$ cat config.mk
export PLATFORM = sky130hd
export DESIGN_NAME = hwpe_stream_deserialize
export DESIGN_NICKNAME = d
export VERILOG_FILES = /design/src/rtl/hwpe_stream_deserialize.sv
export SDC_FILE = /design/constraint.sdc
export NUM_CORES = 1
export LEC_CHECK = 0
export CAP_MARGIN = 25
export CORE_AREA = 2 2 55 57
export CTS_BUF_LIST = sky130_fd_sc_hd__clkbuf_4 sky130_fd_sc_hd__clkbuf_8 sky130_fd_sc_hd__clkbuf_16
export CTS_CLUSTER_DIAMETER = 200
export DETAILED_ROUTE_END_ITERATION = 10
export DIE_AREA = 0 0 57 59
export DONT_BUFFER_PORTS = 1
export PLACE_DENSITY = 0.67
export SYNTH_ARGS = -nofsm -noshare
export SYNTH_HDL_FRONTEND = slang
export SYNTH_SLANG_ARGS = --single-unit
$ cat constraint.sdc
create_clock -name clk_i -period 4.8 [get_ports clk_i]
set_clock_uncertainty 0.1 [all_clocks]
set_input_delay 0.72 -clock clk_i [delete_from_list [all_inputs] [get_ports clk_i]]
set_output_delay 0.72 -clock clk_i [all_outputs]
set_load 0.005 [all_outputs]
$ cat src/rtl/hwpe_stream_deserialize.sv
// Deals a single HWPE-Stream round-robin over NB_OUT_STREAMS outputs, nb_contig_m1+1 beats per lane.
// SYNC_VALID=1 instead gathers one beat per lane and releases them all together.
module hwpe_stream_deserialize #(
    parameter int unsigned NB_OUT_STREAMS = 2,
    parameter int unsigned CONTIG_LIMIT   = 1024,
    parameter int unsigned DATA_WIDTH     = 32,
    parameter int unsigned STRB_WIDTH     = DATA_WIDTH / 8,
    parameter bit          SYNC_VALID     = 1'b0,
    parameter int unsigned FIRST_STREAM_W = 8,
    parameter int unsigned NB_CONTIG_W    = 16
) (
    input  logic                                         clk_i,
    input  logic                                         rst_ni,
    input  logic                                         clear_i,
    input  logic                                         ctrl_clear_serdes_state_i,
    input  logic [FIRST_STREAM_W-1:0]                    ctrl_first_stream_i,
    input  logic [NB_CONTIG_W-1:0]                       ctrl_nb_contig_m1_i,
    input  logic                                         push_valid_i,
    output logic                                         push_ready_o,
    input  logic [DATA_WIDTH-1:0]                        push_data_i,
    input  logic [STRB_WIDTH-1:0]                        push_strb_i,
    output logic [NB_OUT_STREAMS-1:0]                    pop_valid_o,
    input  logic [NB_OUT_STREAMS-1:0]                    pop_ready_i,
    output logic [NB_OUT_STREAMS-1:0][DATA_WIDTH-1:0]    pop_data_o,
    output logic [NB_OUT_STREAMS-1:0][STRB_WIDTH-1:0]    pop_strb_o
);

    localparam int unsigned STREAM_W = (NB_OUT_STREAMS > 1) ? $clog2(NB_OUT_STREAMS) : 1;
    localparam int unsigned CONTIG_W = (CONTIG_LIMIT > 1) ? $clog2(CONTIG_LIMIT) : 1;

    logic [STREAM_W-1:0] r_stream_cnt;
    logic [STREAM_W-1:0] w_first_stream;

    // Out-of-range first_stream requests fall back to lane 0
    assign w_first_stream = (32'(ctrl_first_stream_i) >= NB_OUT_STREAMS) ?
                            '0 : STREAM_W'(ctrl_first_stream_i);

    if (SYNC_VALID == 1'b0) begin : g_pass
        logic [CONTIG_W-1:0] r_contig_cnt;
        logic [CONTIG_W-1:0] w_limit;
        logic                w_push_hs;

        assign w_limit = (32'(ctrl_nb_contig_m1_i) > CONTIG_LIMIT - 1) ?
                         CONTIG_W'(CONTIG_LIMIT - 1) : CONTIG_W'(ctrl_nb_contig_m1_i);
        assign w_push_hs = push_valid_i & push_ready_o;

        // Only the selected lane sees valid and drives ready back; payload is broadcast
        always_comb begin
            push_ready_o = 1'b0;
            pop_valid_o  = '0;
            pop_data_o   = '0;
            pop_strb_o   = '0;
            for (int unsigned k = 0; k < NB_OUT_STREAMS; k++) begin
                pop_data_o[k] = push_data_i;
                pop_strb_o[k] = push_strb_i;
                if (32'(r_stream_cnt) == k) begin
                    pop_valid_o[k] = push_valid_i;
                    push_ready_o   = pop_ready_i[k];
                end
            end
        end

        always_ff @(posedge clk_i or negedge rst_ni) begin
            if (!rst_ni) begin
                r_stream_cnt <= '0;
                r_contig_cnt <= '0;
            end else if (clear_i) begin
                r_stream_cnt <= '0;
                r_contig_cnt <= '0;
            end else if (ctrl_clear_serdes_state_i) begin
                r_stream_cnt <= w_first_stream;
                r_contig_cnt <= '0;
            end else if (w_push_hs) begin
                if (r_contig_cnt < w_limit) begin
                    r_contig_cnt <= CONTIG_W'(r_contig_cnt + 1'b1);
                end else begin
                    r_contig_cnt <= '0;
                    r_stream_cnt <= (32'(r_stream_cnt) == NB_OUT_STREAMS - 1) ?
                                    '0 : STREAM_W'(r_stream_cnt + 1'b1);
                end
            end
        end
    end else begin : g_sync
        typedef enum logic {FILL, DRAIN} state_e;

        state_e                                   r_state, w_state_d;
        logic [NB_OUT_STREAMS-1:0]                r_pend, w_pend_d, w_buf_we;
        logic [STREAM_W-1:0]                      w_stream_d;
        logic [NB_OUT_STREAMS-1:0][DATA_WIDTH-1:0] r_buf_data;
        logic [NB_OUT_STREAMS-1:0][STRB_WIDTH-1:0] r_buf_strb;
        logic                                     w_unused_nb;

        // Contiguity is fixed at one beat per lane in this mode
        assign w_unused_nb = ^ctrl_nb_contig_m1_i;
        assign pop_data_o  = r_buf_data;
        assign pop_strb_o  = r_buf_strb;

        always_comb begin
            w_state_d    = r_state;
            w_stream_d   = r_stream_cnt;
            w_pend_d     = r_pend;
            w_buf_we     = '0;
            push_ready_o = 1'b0;
            pop_valid_o  = '0;
            case (r_state)
                FILL: begin
                    push_ready_o = 1'b1;
                    if (push_valid_i) begin
                        for (int unsigned k = 0; k < NB_OUT_STREAMS; k++) begin
                            if (32'(r_stream_cnt) == k) w_buf_we[k] = 1'b1;
                        end
                        if (32'(r_stream_cnt) == NB_OUT_STREAMS - 1) begin
                            w_pend_d   = '1;
                            w_state_d  = DRAIN;
                            w_stream_d = '0;
                        end else begin
                            w_stream_d = STREAM_W'(r_stream_cnt + 1'b1);
                        end
                    end
                end
                DRAIN: begin
                    pop_valid_o = r_pend;
                    w_pend_d    = r_pend & ~pop_ready_i;
                    if (w_pend_d == '0) w_state_d = FILL;
                end
                default: w_state_d = FILL;
            endcase
            // A same-cycle write still lands in the old lane's buffer
            if (ctrl_clear_serdes_state_i) begin
                w_stream_d = w_first_stream;
                w_pend_d   = '0;
                w_state_d  = FILL;
            end
        end

        always_ff @(posedge clk_i or negedge rst_ni) begin
            if (!rst_ni) begin
                r_state      <= FILL;
                r_stream_cnt <= '0;
                r_pend       <= '0;
            end else if (clear_i) begin
                r_state      <= FILL;
                r_stream_cnt <= '0;
                r_pend       <= '0;
            end else begin
                r_state      <= w_state_d;
                r_stream_cnt <= w_stream_d;
                r_pend       <= w_pend_d;
            end
        end

        always_ff @(posedge clk_i or negedge rst_ni) begin
            if (!rst_ni) begin
                r_buf_data <= '0;
                r_buf_strb <= '0;
            end else begin
                for (int unsigned k = 0; k < NB_OUT_STREAMS; k++) begin
                    if (w_buf_we[k]) begin
                        r_buf_data[k] <= push_data_i;
                        r_buf_strb[k] <= push_strb_i;
                    end
                end
            end
        end
    end

endmodule

==> metrics.yaml <==
run_status:
  status: "complete, no violations"
sta:
  rsz0062_at_grt: "false"
  final_max_slew_viol_count: 0
  setup_viol: 0
  finalCritPeriodShare: 0.6015
  min_period_ns: 2.887
  maxClockFrequency_mhz: 346.3
  finalHoldViolCount: 0
  finalSetupTns_ns: 0
  worstMarginPinSlew_ns: 0.6524
  slew_headroom: 0.5637
critical_path:
  reg2reg_to: "r_stream_cnt"
  crit_type: "primary input to register"
  r2r_cells: 6
  rrSetupSlack_ns: 2.66
  cp.required_ns: 4.85
  startpoint_type: "primary input"
  crit_arrival_ns: 2.94
  r2r_start: "g_pass.r_contig_cnt[7]"
  crit_path_end_kind: "register"
  critPathMaxFanout: 9
finish:
  num-nets-final: 182
  fin_util: 0.3513
  syn_to_final_growth_pct: -33.65
  fin_cells: 135
  most-common-layout-cells: "nor2_1 (19), nand2_1 (11), dfrtp_1 (11)"
  final_common_cell: "nor2_1"
  insertedDiodeCount: 0
  fill_cells: 274
  drive_gt1_frac: 0.1058
route:
  viasPerCell: 5.963
  final_antenna_net_count: 0
  finalWirelength_mm: 2.231
  drt_iter0_drc: 15
  wl_per_cell_um: 16.53
  num_vias: 805
  drc_errors: 0
  drt_first_pass_iters: 4
synthesis:
  yosys_register_bits: 11
  synth.distinct_cells: 31
  synth-seq-area-share: 0.1918
  synth_cells: 173
  yosys_warnings: 0
  avgSynthCellArea_sq_um: 8.296
  synth.net_count: 250
  synth.cell_area_sq_um: 1435
global_routing:
  grt_pass1_vias: 777
  grt_usage: 0.1308
  overflow: 0
  grt_pass1_wl_mm: 3.436
  antenna_found_initial: 0
  grt_max_degree: 16
clocking:
  worstSkewPairLatency_ns: 0.26
  h-tree-depth: 1
  cts_tree: "done"
  cts_buffers: 3
  postCtsSetupBuffers: 0
  cts-resized-gates: 0
  clk_path_buf_depth: 2
  clk_pin_slew_worst_paths_ns: 0.07
  cts_sinks: 11
  root_buffer: "clkbuf_4"
  hold_buffers: 0
floorplanning:
  die_h_um: 59
  core_sq_um: 2710
  start_util: 0.5295
  placementRows: 19
  fp.dieW_um: 57
  io_pins: 142
  dieArea_sq_um: 3363
placed_design:
  hpwl_mm: 1.867
  place_inst: 131
  port_buffers: 0
  routabilityCongestion: 0.7883
run:
  drv_cap: 0
min_path:
  worst_hold_path_type: "primary input to async pin"
power:
  power.density_nw_per_um2: 193.1
  max-vdd-ir-drop_uv: 86.93
  leakagePower_nw: 0.4059
## cell families after synthesis
group | Yosys count | share of synthesized area
buffers and inverters | 74 | 0.3871
AOI/OAI and AO/OA | 16 | 0.09503
DFF | 11 | 0.1918
muxes | 2 | 0.01831
adders and majority gates | 10 | 0.08718
xor gates and xnor gates | 6 | 0.03662
and+or+nand+nor | 54 | 0.1840
## layer usage
metal  global-route usage  wire, um  vias up
li1                     -         -      377
met1               0.1475       817      358
met2               0.2184      1097       53
met3              0.04367       242       17
met4              0.07309        75        0
met5                    0         0        -
## through the flow
stage / worst slack [ns] / power [W] / hold slack (ns) / instance area (sq um)
global route: 1.709 / 0.0001923 / 0.02500 / 952.2
finish: 1.913 / 0.0001839 / 0.04345 / 952.2
detailed placement: 1.615 / 0.0001186 / 0.3247 / 922.1
floorplan: 1.843 / 0.0001647 / 0.3244 / 1435
CTS: 1.897 / 0.0001859 / 0.03772 / 952.2
global placement: 1.686 / 0.0001179 / 0.3247 / 922.1
## final cells by class
class                   count  area, sq um  share of cell area
inverters                   1        3.754            0.003942
well taps                  31        38.79             0.04074
multi-input cells          88        604.3              0.6347
clock buffers               4        30.03             0.03154
flip-flops and latches     11        275.3              0.2891
## Yosys cell counts, drive strengths merged
cell    number  area, sq um
buf         73        551.8
nand2b       1        6.260
ha          10        125.1
a31oi        2        12.51
o211ai       1        12.51
and2         1        6.260
o21ai        5        25.02
nor2        19        71.32
nand4        2        12.51
nand3        4        20.02
a211oi       2        27.53
o22ai        1        6.260
nor2b        1        6.260
and2b        1        7.510
mux2         2        26.27
nor4b        2        17.52
inv          1        3.750
xnor2        6        52.55
nor3         5        25.02
nor4         4        25.02
nor3b        1        12.51
a221o        1        10.01
or3          1        6.260
dfrtp       11        275.3
nand2       11        41.29
or2          1        6.260
a21oi        4        42.54
## where the power goes
group / leakage, nW / switching, W / total [W] / internal, W
Combinational: 0.236 / 0.0000101 / 0.0000189 / 0.00000882
Clock: 0.0184 / 0.0000296 / 0.0000674 / 0.0000378
Sequential: 0.152 / 0.00000282 / 0.0000976 / 0.0000948
Total: 0.406 / 0.0000425 / 0.000184 / 0.000141
## registers in the layout, indices dropped and copies added, names as in the netlist
register	count
g_pass.r_contig_cnt	10
r_stream_cnt	1
## worst max-delay path, stage by stage
cell	delay [ns]
nor4_1	0.34
nand2_1	0.27
nor2_1	0.16
ha_1	0.26
a211oi_1	0.27
o21ai_0	0.22
a21oi_4	0.24
a21oi_4	0.11
mux2_1	0.33
## worst max path at each step
| stage | to | start | slack [ns] | cells after the start |
|---|---|---|---|---|
| after floorplan | r_stream_cnt | ctrl_nb_contig_m1_i[14] | 1.84 | 9 |
| after global placement | r_stream_cnt | ctrl_nb_contig_m1_i[14] | 1.69 | 9 |
| after detailed placement | r_stream_cnt | ctrl_nb_contig_m1_i[14] | 1.61 | 9 |
| after CTS | r_stream_cnt | ctrl_nb_contig_m1_i[14] | 1.90 | 9 |
| after global routing | r_stream_cnt | ctrl_nb_contig_m1_i[14] | 1.71 | 9 |
| final | r_stream_cnt | ctrl_nb_contig_m1_i[14] | 1.91 | 9 |
No activity file was read; power rests on OpenSTA's default activity.
